`config.mk`:
```
export PLATFORM = sky130hd
export DESIGN_NAME = data_memory_unit
export DESIGN_NICKNAME = d
export VERILOG_FILES = /design/src/rtl/data_memory_unit.sv
export SDC_FILE = /design/constraint.sdc
export NUM_CORES = 1
export LEC_CHECK = 0
export CAP_MARGIN = 20
export CELL_PAD_IN_SITES_DETAIL_PLACEMENT = 1
export CELL_PAD_IN_SITES_GLOBAL_PLACEMENT = 1
export CORE_MARGIN = 5
export CORE_UTILIZATION = 25
export DETAILED_ROUTE_END_ITERATION = 7
export PLACE_DENSITY = 0.48
export REMOVE_ABC_BUFFERS = 1
export SYNTH_ARGS = -nofsm -noshare
export SYNTH_HDL_FRONTEND = slang
export SYNTH_SLANG_ARGS = --single-unit
```
`constraint.sdc`:
```
create_clock -name clock -period 1.88 [get_ports clock]
set_input_delay 0.376 -clock clock [delete_from_list [all_inputs] [get_ports clock]]
set_output_delay 0.376 -clock clock [all_outputs]
set_load 0.02 [all_outputs]
```
`src/rtl/data_memory_unit.sv`:
```
// data_memory_unit
// Handshaked 16x8 data memory placed behind the accumulator CPU data port.
// Every CPU access runs IDLE -> ACCESS -> DONE. mem_ready pulses in DONE so
// the control unit can stall. A preload port writes words while the unit is
// idle and no CPU request is present.
module data_memory_unit #(
  parameter int DATA_WIDTH = 8,
  parameter int ADDR_WIDTH = 4,
  parameter int DEPTH      = 16
) (
  input  logic                  clock,
  input  logic                  reset,
  input  logic                  mReadFlag,
  input  logic                  mWriteFlag,
  input  logic [ADDR_WIDTH-1:0] dataMemAddrBus,
  input  logic [DATA_WIDTH-1:0] dataMemInDataBus,
  output logic [DATA_WIDTH-1:0] dataMemOutDataBus,
  output logic                  mem_ready,
  output logic                  mem_busy,
  output logic                  access_err,
  input  logic                  load_en,
  input  logic [ADDR_WIDTH-1:0] load_addr,
  input  logic [DATA_WIDTH-1:0] load_data
);

  localparam logic [1:0] ST_IDLE   = 2'd0;
  localparam logic [1:0] ST_ACCESS = 2'd1;
  localparam logic [1:0] ST_DONE   = 2'd2;

  localparam logic OP_READ  = 1'b0;
  localparam logic OP_WRITE = 1'b1;

  // Architectural state
  logic [1:0]            r_state;
  logic [ADDR_WIDTH-1:0] r_addr;
  logic [DATA_WIDTH-1:0] r_data;
  logic                  r_op;
  logic [DATA_WIDTH-1:0] r_dout;
  logic                  r_ready;
  logic                  r_busy;
  logic                  r_err;
  logic [DATA_WIDTH-1:0] r_mem [DEPTH];

  // Combinational control
  logic [1:0]            w_next_state;
  logic                  w_req;
  logic                  w_accept;
  logic                  w_conflict;
  logic                  w_load_fire;
  logic                  w_mem_we;
  logic [ADDR_WIDTH-1:0] w_mem_waddr;
  logic [DATA_WIDTH-1:0] w_mem_wdata;

  assign w_req       = mReadFlag | mWriteFlag;
  // A CPU request always beats a preload issued in the same cycle.
  assign w_load_fire = (r_state == ST_IDLE) & ~w_req & load_en;

  // Next-state decode: requests are only looked at in IDLE.
  always_comb begin
    w_next_state = r_state;
    w_accept     = 1'b0;
    w_conflict   = 1'b0;
    case (r_state)
      ST_IDLE: begin
        if (w_req) begin
          w_accept     = 1'b1;
          w_conflict   = mReadFlag & mWriteFlag;
          w_next_state = ST_ACCESS;
        end else begin
          w_next_state = ST_IDLE;
        end
      end
      ST_ACCESS: w_next_state = ST_DONE;
      ST_DONE:   w_next_state = ST_IDLE;
      default:   w_next_state = ST_IDLE;
    endcase
  end

  // Array write port: either the latched CPU write in ACCESS or an idle preload.
  always_comb begin
    w_mem_we    = 1'b0;
    w_mem_waddr = r_addr;
    w_mem_wdata = r_data;
    if ((r_state == ST_ACCESS) && (r_op == OP_WRITE)) begin
      w_mem_we = 1'b1;
    end else if (w_load_fire) begin
      w_mem_we    = 1'b1;
      w_mem_waddr = load_addr;
      w_mem_wdata = load_data;
    end else begin
      w_mem_we = 1'b0;
    end
  end

  // State register plus the request latch captured on acceptance.
  always_ff @(posedge clock or negedge reset) begin
    if (!reset) begin
      r_state <= ST_IDLE;
      r_addr  <= {ADDR_WIDTH{1'b0}};
      r_data  <= {DATA_WIDTH{1'b0}};
      r_op    <= OP_READ;
    end else begin
      r_state <= w_next_state;
      if (w_accept) begin
        r_addr <= dataMemAddrBus;
        // A simultaneous read+write is resolved as a write.
        if (mWriteFlag) begin
          r_op   <= OP_WRITE;
          r_data <= dataMemInDataBus;
        end else begin
          r_op   <= OP_READ;
        end
      end
    end
  end

  // Storage array; reset clears every word, so an aborted write never lands.
  always_ff @(posedge clock or negedge reset) begin
    if (!reset) begin
      for (int i = 0; i < DEPTH; i++) begin
        r_mem[i] <= {DATA_WIDTH{1'b0}};
      end
    end else if (w_mem_we) begin
      r_mem[w_mem_waddr] <= w_mem_wdata;
    end
  end

  // Read data register: only a READ in ACCESS updates it, so writes leave it alone.
  always_ff @(posedge clock or negedge reset) begin
    if (!reset) begin
      r_dout <= {DATA_WIDTH{1'b0}};
    end else if ((r_state == ST_ACCESS) && (r_op == OP_READ)) begin
      r_dout <= r_mem[r_addr];
    end
  end

  // Handshake flags registered from next state so they track the FSM exactly.
  always_ff @(posedge clock or negedge reset) begin
    if (!reset) begin
      r_ready <= 1'b0;
      r_busy  <= 1'b0;
    end else begin
      r_ready <= (w_next_state == ST_DONE);
      r_busy  <= (w_next_state != ST_IDLE);
    end
  end

  // Sticky conflict flag, cleared only by reset.
  always_ff @(posedge clock or negedge reset) begin
    if (!reset) begin
      r_err <= 1'b0;
    end else if (w_conflict) begin
      r_err <= 1'b1;
    end
  end

  assign dataMemOutDataBus = r_dout;
  assign mem_ready         = r_ready;
  assign mem_busy          = r_busy;
  assign access_err        = r_err;

endmodule

```
; ---- After elaboration in Yosys (flattened, before gate mapping)
; Index checks and enable logic that the tools add are counted.
[word_totals]
ff_bits = 154
in_bits = 29
out_inout_bits = 11
elab_cells = 62
[op_classes]
magnitude_cmp = 3
n_eq_ne = 2
n_mux = 19
bitwise = 8
n_reduce_logical = 6
[op_table]
columns = op, n
row1 = bitwise mux 128 bit, 1
row2 = 2-to-1 mux 8 bit, 5
row3 = binary-select mux 8 bit (select 4 bit), 1
row4 = demux 8 bit (select 4 bit), 1
row5 = "greater-or-equal comparator 5 bit, second input constant", 2
row6 = inverter 4 -> 5 bit, 2
row7 = 2-to-1 mux 1 bit, 8
row8 = 2-to-1 mux 4 bit, 2
row9 = "less-than comparator 5 x 1 -> 1 bit, second input constant", 1
row10 = case mux 2 bit (2 select lines), 1
row11 = bitwise AND 1 bit, 3
row12 = logical AND 1 bit, 3
row13 = "equality test 2 x 1 -> 1 bit, second input constant", 1
row14 = "equality test 2 bit, second input constant", 1
row15 = logical NOT 2 bit, 1
row16 = inverter 1 bit, 2
row17 = AND reduction 2 bit, 1
row18 = nonzero test 2 bit, 1
row19 = OR 1 bit, 1

; ---- Logic depth before layout (Yosys ltp)
[depth]
word_depth = 12
ltp_mapped = 7

; ---- Worst setup path after synthesis
; Ideal clock, no wire load.
[synth_path]
kind = register to register
start = register mem_ready (netlist name)
end = register r_mem[24] (netlist name)
setup_time_ps = 125
arrival_ps = 1977
path_slack_ps = -221
stages_incl_launch_ff = 6
n_path_buf = 1
path_cell_list = dfrtp_1 nor2_1 clkbuf_1 nand4_1 a21oi_4 mux2_2
[synth_lines]
columns = item, line_no
row1 = "end signal, assigned by index", 121  ; r_mem[i] <= {DATA_WIDTH{1'b0}};
row2 = "end signal, assigned by index", 124  ; r_mem[w_mem_waddr] <= w_mem_wdata;
row3 = "end, declared", 42  ; logic [DATA_WIDTH-1:0] r_mem [DEPTH];

; ---- Worst setup path after layout
[layout_path]
start = register r_state[0]
end = register r_mem[5] (netlist name)
[layout_between]
elab_chain_len = 11
[layout_lines]
columns = item, line_no
row1 = "start, declared", 34  ; logic [1:0] r_state;
row2 = "start signal, assigned", 103  ; r_state <= w_next_state;
row3 = logical NOT 2 bit, 56  ; assign w_load_fire = (r_state == ST_IDLE) & ~w_req & load_en;
row4 = bitwise AND 1 bit (2 in a row), 56
row5 = 2-to-1 mux 4 bit, 86  ; end else if (w_load_fire) begin
row6 = 2-to-1 mux 4 bit, 84  ; if ((r_state == ST_ACCESS) && (r_op == OP_WRITE)) begin
row7 = inverter 4 -> 5 bit (not written as such), 124
row8 = greater-or-equal comparator 5 bit (not written as such) or less-than comparator 5 x 1 -> 1 bit (tied branches), 124
row9 = logical AND 1 bit (not written as such), 124
row10 = 2-to-1 mux 8 bit (not written as such), 124
row11 = demux 8 bit (select 4 bit), 124
row12 = bitwise mux 128 bit, 124
; Parallel ways exist; a longest one is shown, timed or not.
; A chain may end at the register's enable or synchronous reset.

==> impl_metrics.toml <==
[run_status]
status = "finished with violations"
violations = "setup timing"

[global_routing]
grt_max_degree = 44
met1_usage_pct = 18.2
top_usage_layer = "met2"
globalRouteTotalUtil_pct = 13.3
grt-ovfl-total = 0
antenna_found_initial = 0
met3_usage_pct = 2.65
grt_pass1_wl_um = 33700
grtUsageMet2_pct = 22.0
grt_pass1_vias = 5341

[synth]
netlist_area_um2 = 7330
ys_seq_area_share_pct = 52.2
syn_area_per_cell_um2 = 14.6
yosys_warnings = 0
post_synth_num_cell_types = 34
synth_edf_count = 0
synthFlopType = "dfrtp_1"
synth_top_cell_by_area = "dfrtp_1"
synth_seq_cells = 153
synth.area.top_cells = "dfrtp_1 52%, mux2_2 24%, mux4_2 9.2%, a21oi_4 2.2%, nand4_1 1.5%"
syn_inst = 501
synth_top_area_share_pct = 52.2
synth_async_sr_flop_share_pct = 100

[timing]
hold_viol = 0
finalSetupViolations = 129
max_freq_ghz = 0.481
rsz0062_at_grt = "yes"
period_needed_ns = 2.08
fin_crit_sh_pct = 111
setup_tns_ns = -20.55
slew-limit-headroom_pct = 70.9
setup_ws_ns = -0.200
slew_viol_final = 0
skew_ns = 0.0178
worst_slew_pin_slew_ns = 0.437

[layout]
syn2layout_area_growth_pct = 37.3
final_cell_mix = "152 x dfrtp_1, 108 x mux2_4, 45 x mux2_2"
diodes = 0
nets = 626
mostFrequentLayoutCell = "dfrtp_1"
drive_gt1_share_pct = 52.6
final_util_pct = 34.9
final_cell_area_um2 = 10100

[worst_setup_path]
max_stage_delay_ns = 0.49
worstSetupEndpointType = "register"
path_max_fanout = 8
crit_required_ns = 2.19
crit_chain = "or4b_4, a21o_4, buf_12, a21oi_4, buf_12, mux2_4"
arrival_ns = 2.39
crit_type = "register to register"
startpoint_type = "register"
path_common_cell = "buf_12"
cp_slowest_cell = "or4b_4"

[clock_network]
cts_tree = "yes"
numCtsBuffers = 17
insertion_delay_ns = 0.43
cts_sinks = 153
path_clk_slew_ns = 0.07
htree_levels = 4
clock-root-buffer = "clkbuf_16"
cts_buffer_depth = 2

[detailed_routing]
wl_per_cell_um = 21.7
drc_errors = 0
viasPerCell = 4.73
routed_wirelength_um = 21500
firstDrtPassIters = 4
vias = 4699
antenna_left = 0
drt_iter0_markers = 181

[placement]
routabilityCongestion = 0.767
io_buffers = 39
dp_hpwl_um = 14200
pre_cts_ws_ns = -0.708
place_area_um2 = 8710

[floorplanning]
dieArea_um2 = 32800
die_h_um = 181
fp.dieW_um = 181
num_rows = 62
ios = 40
core_area_um2 = 28900
start_util_pct = 25.4

[hold_path]
min_path_type = "input pin to async pin"

[job]
cap_violations = 0

[power_and_ir_drop]
power_density_nw_per_um2 = 1610
power.leakage_nw = 4.40
peakVddDrop_uv = 683
total_power_mw = 16.2
cell families (layout without fill, tap and decap cells):
kind of cell,Yosys count,after routing,synth area share [%]
flops,153,153,52.2
buf+inv,37,146,2.36
compound gates,53,53,6.44
simple gates,65,65,4.87
mux,193,193,34.1
critical path: cells and delay by family, from the launching register on:
family          cells  cell delay (ns)
compound gates      2             0.41
buf+inv             2             0.33
flops               1             0.40
mux                 1             0.30
simple gates        1             0.49
synth_stat cells, drive strengths merged (9+ instances only):
| cell | number |
|---|---|
| clkbuf | 18 |
| nor2 | 9 |
| buf | 17 |
| mux2 | 153 |
| nand2 | 18 |
| nand4 | 17 |
| o211ai | 9 |
| mux4 | 30 |
| o21ai | 9 |
| mux2i | 10 |
| dfrtp | 153 |
| nor2b | 10 |
| a21oi | 13 |
final timing paths:
path | startpoint | end | slack [ns] | cells past startpoint
worst min register to register | access_err | access_err | 0.47 | 1
max in group asynchronous | reset | r_mem[65] | 0.80 | 3
worst min-delay path | reset | r_data[1] | 0.43 | 2
worst max-delay path | r_state[0] | r_mem[5] | -0.20 | 6
worst max register to register | r_state[0] | r_mem[5] | -0.20 | 6
min in group clock | access_err | access_err | 0.47 | 1
what timing repair did:
action	in CTS	in global routing
buffers inserted	12	2
resized for setup	141	30
hold buffers	1	0
endpoints found under the hold margin	35	0
gates cloned	4	0
setup endpoints to repair	135	141
pin swaps	11	2
registers in the layout (all words and copies together), names as in the netlist:
signal	flops
mem_busy	1
r_mem	128
access_err	1
r_state	1
dataMemOutDataBus	8
r_op	1
r_addr	4
r_data	8
mem_ready	1
stage by stage:
stage / cells / hold WS [ns]
after floorplan: 466 / 0.0804
after global placement: 947 / 0.341
after global routing: 994 / 0.446
after CTS: 996 / 0.453
after detailed placement: 947 / 0.333
final: 994 / 0.428
power breakdown:
part | total (mW) | leakage (nW) | switching [mW] | internal (mW)
clock | 3.41 | 0.281 | 1.53 | 1.87
combinational | 7.36 | 2.13 | 3.23 | 4.14
sequential | 5.41 | 1.99 | 0.847 | 4.57
layout make-up:
type,instances,area (um2)
clock buffer,17,425
tap,384,480
fill,2976,18800
sequential,153,3830
inverter,2,7.51
multi-input combinational,311,3830
clock inverter,15,154
timing repair buffer,112,1340
per-layer routing:
layer	share of wire [%]	routed length (um)
met1	47	10100
met5	0	0
met3	2.3	496
met2	50	10700
met4	0.95	204
No activity file was read; power rests on OpenSTA's default activity.
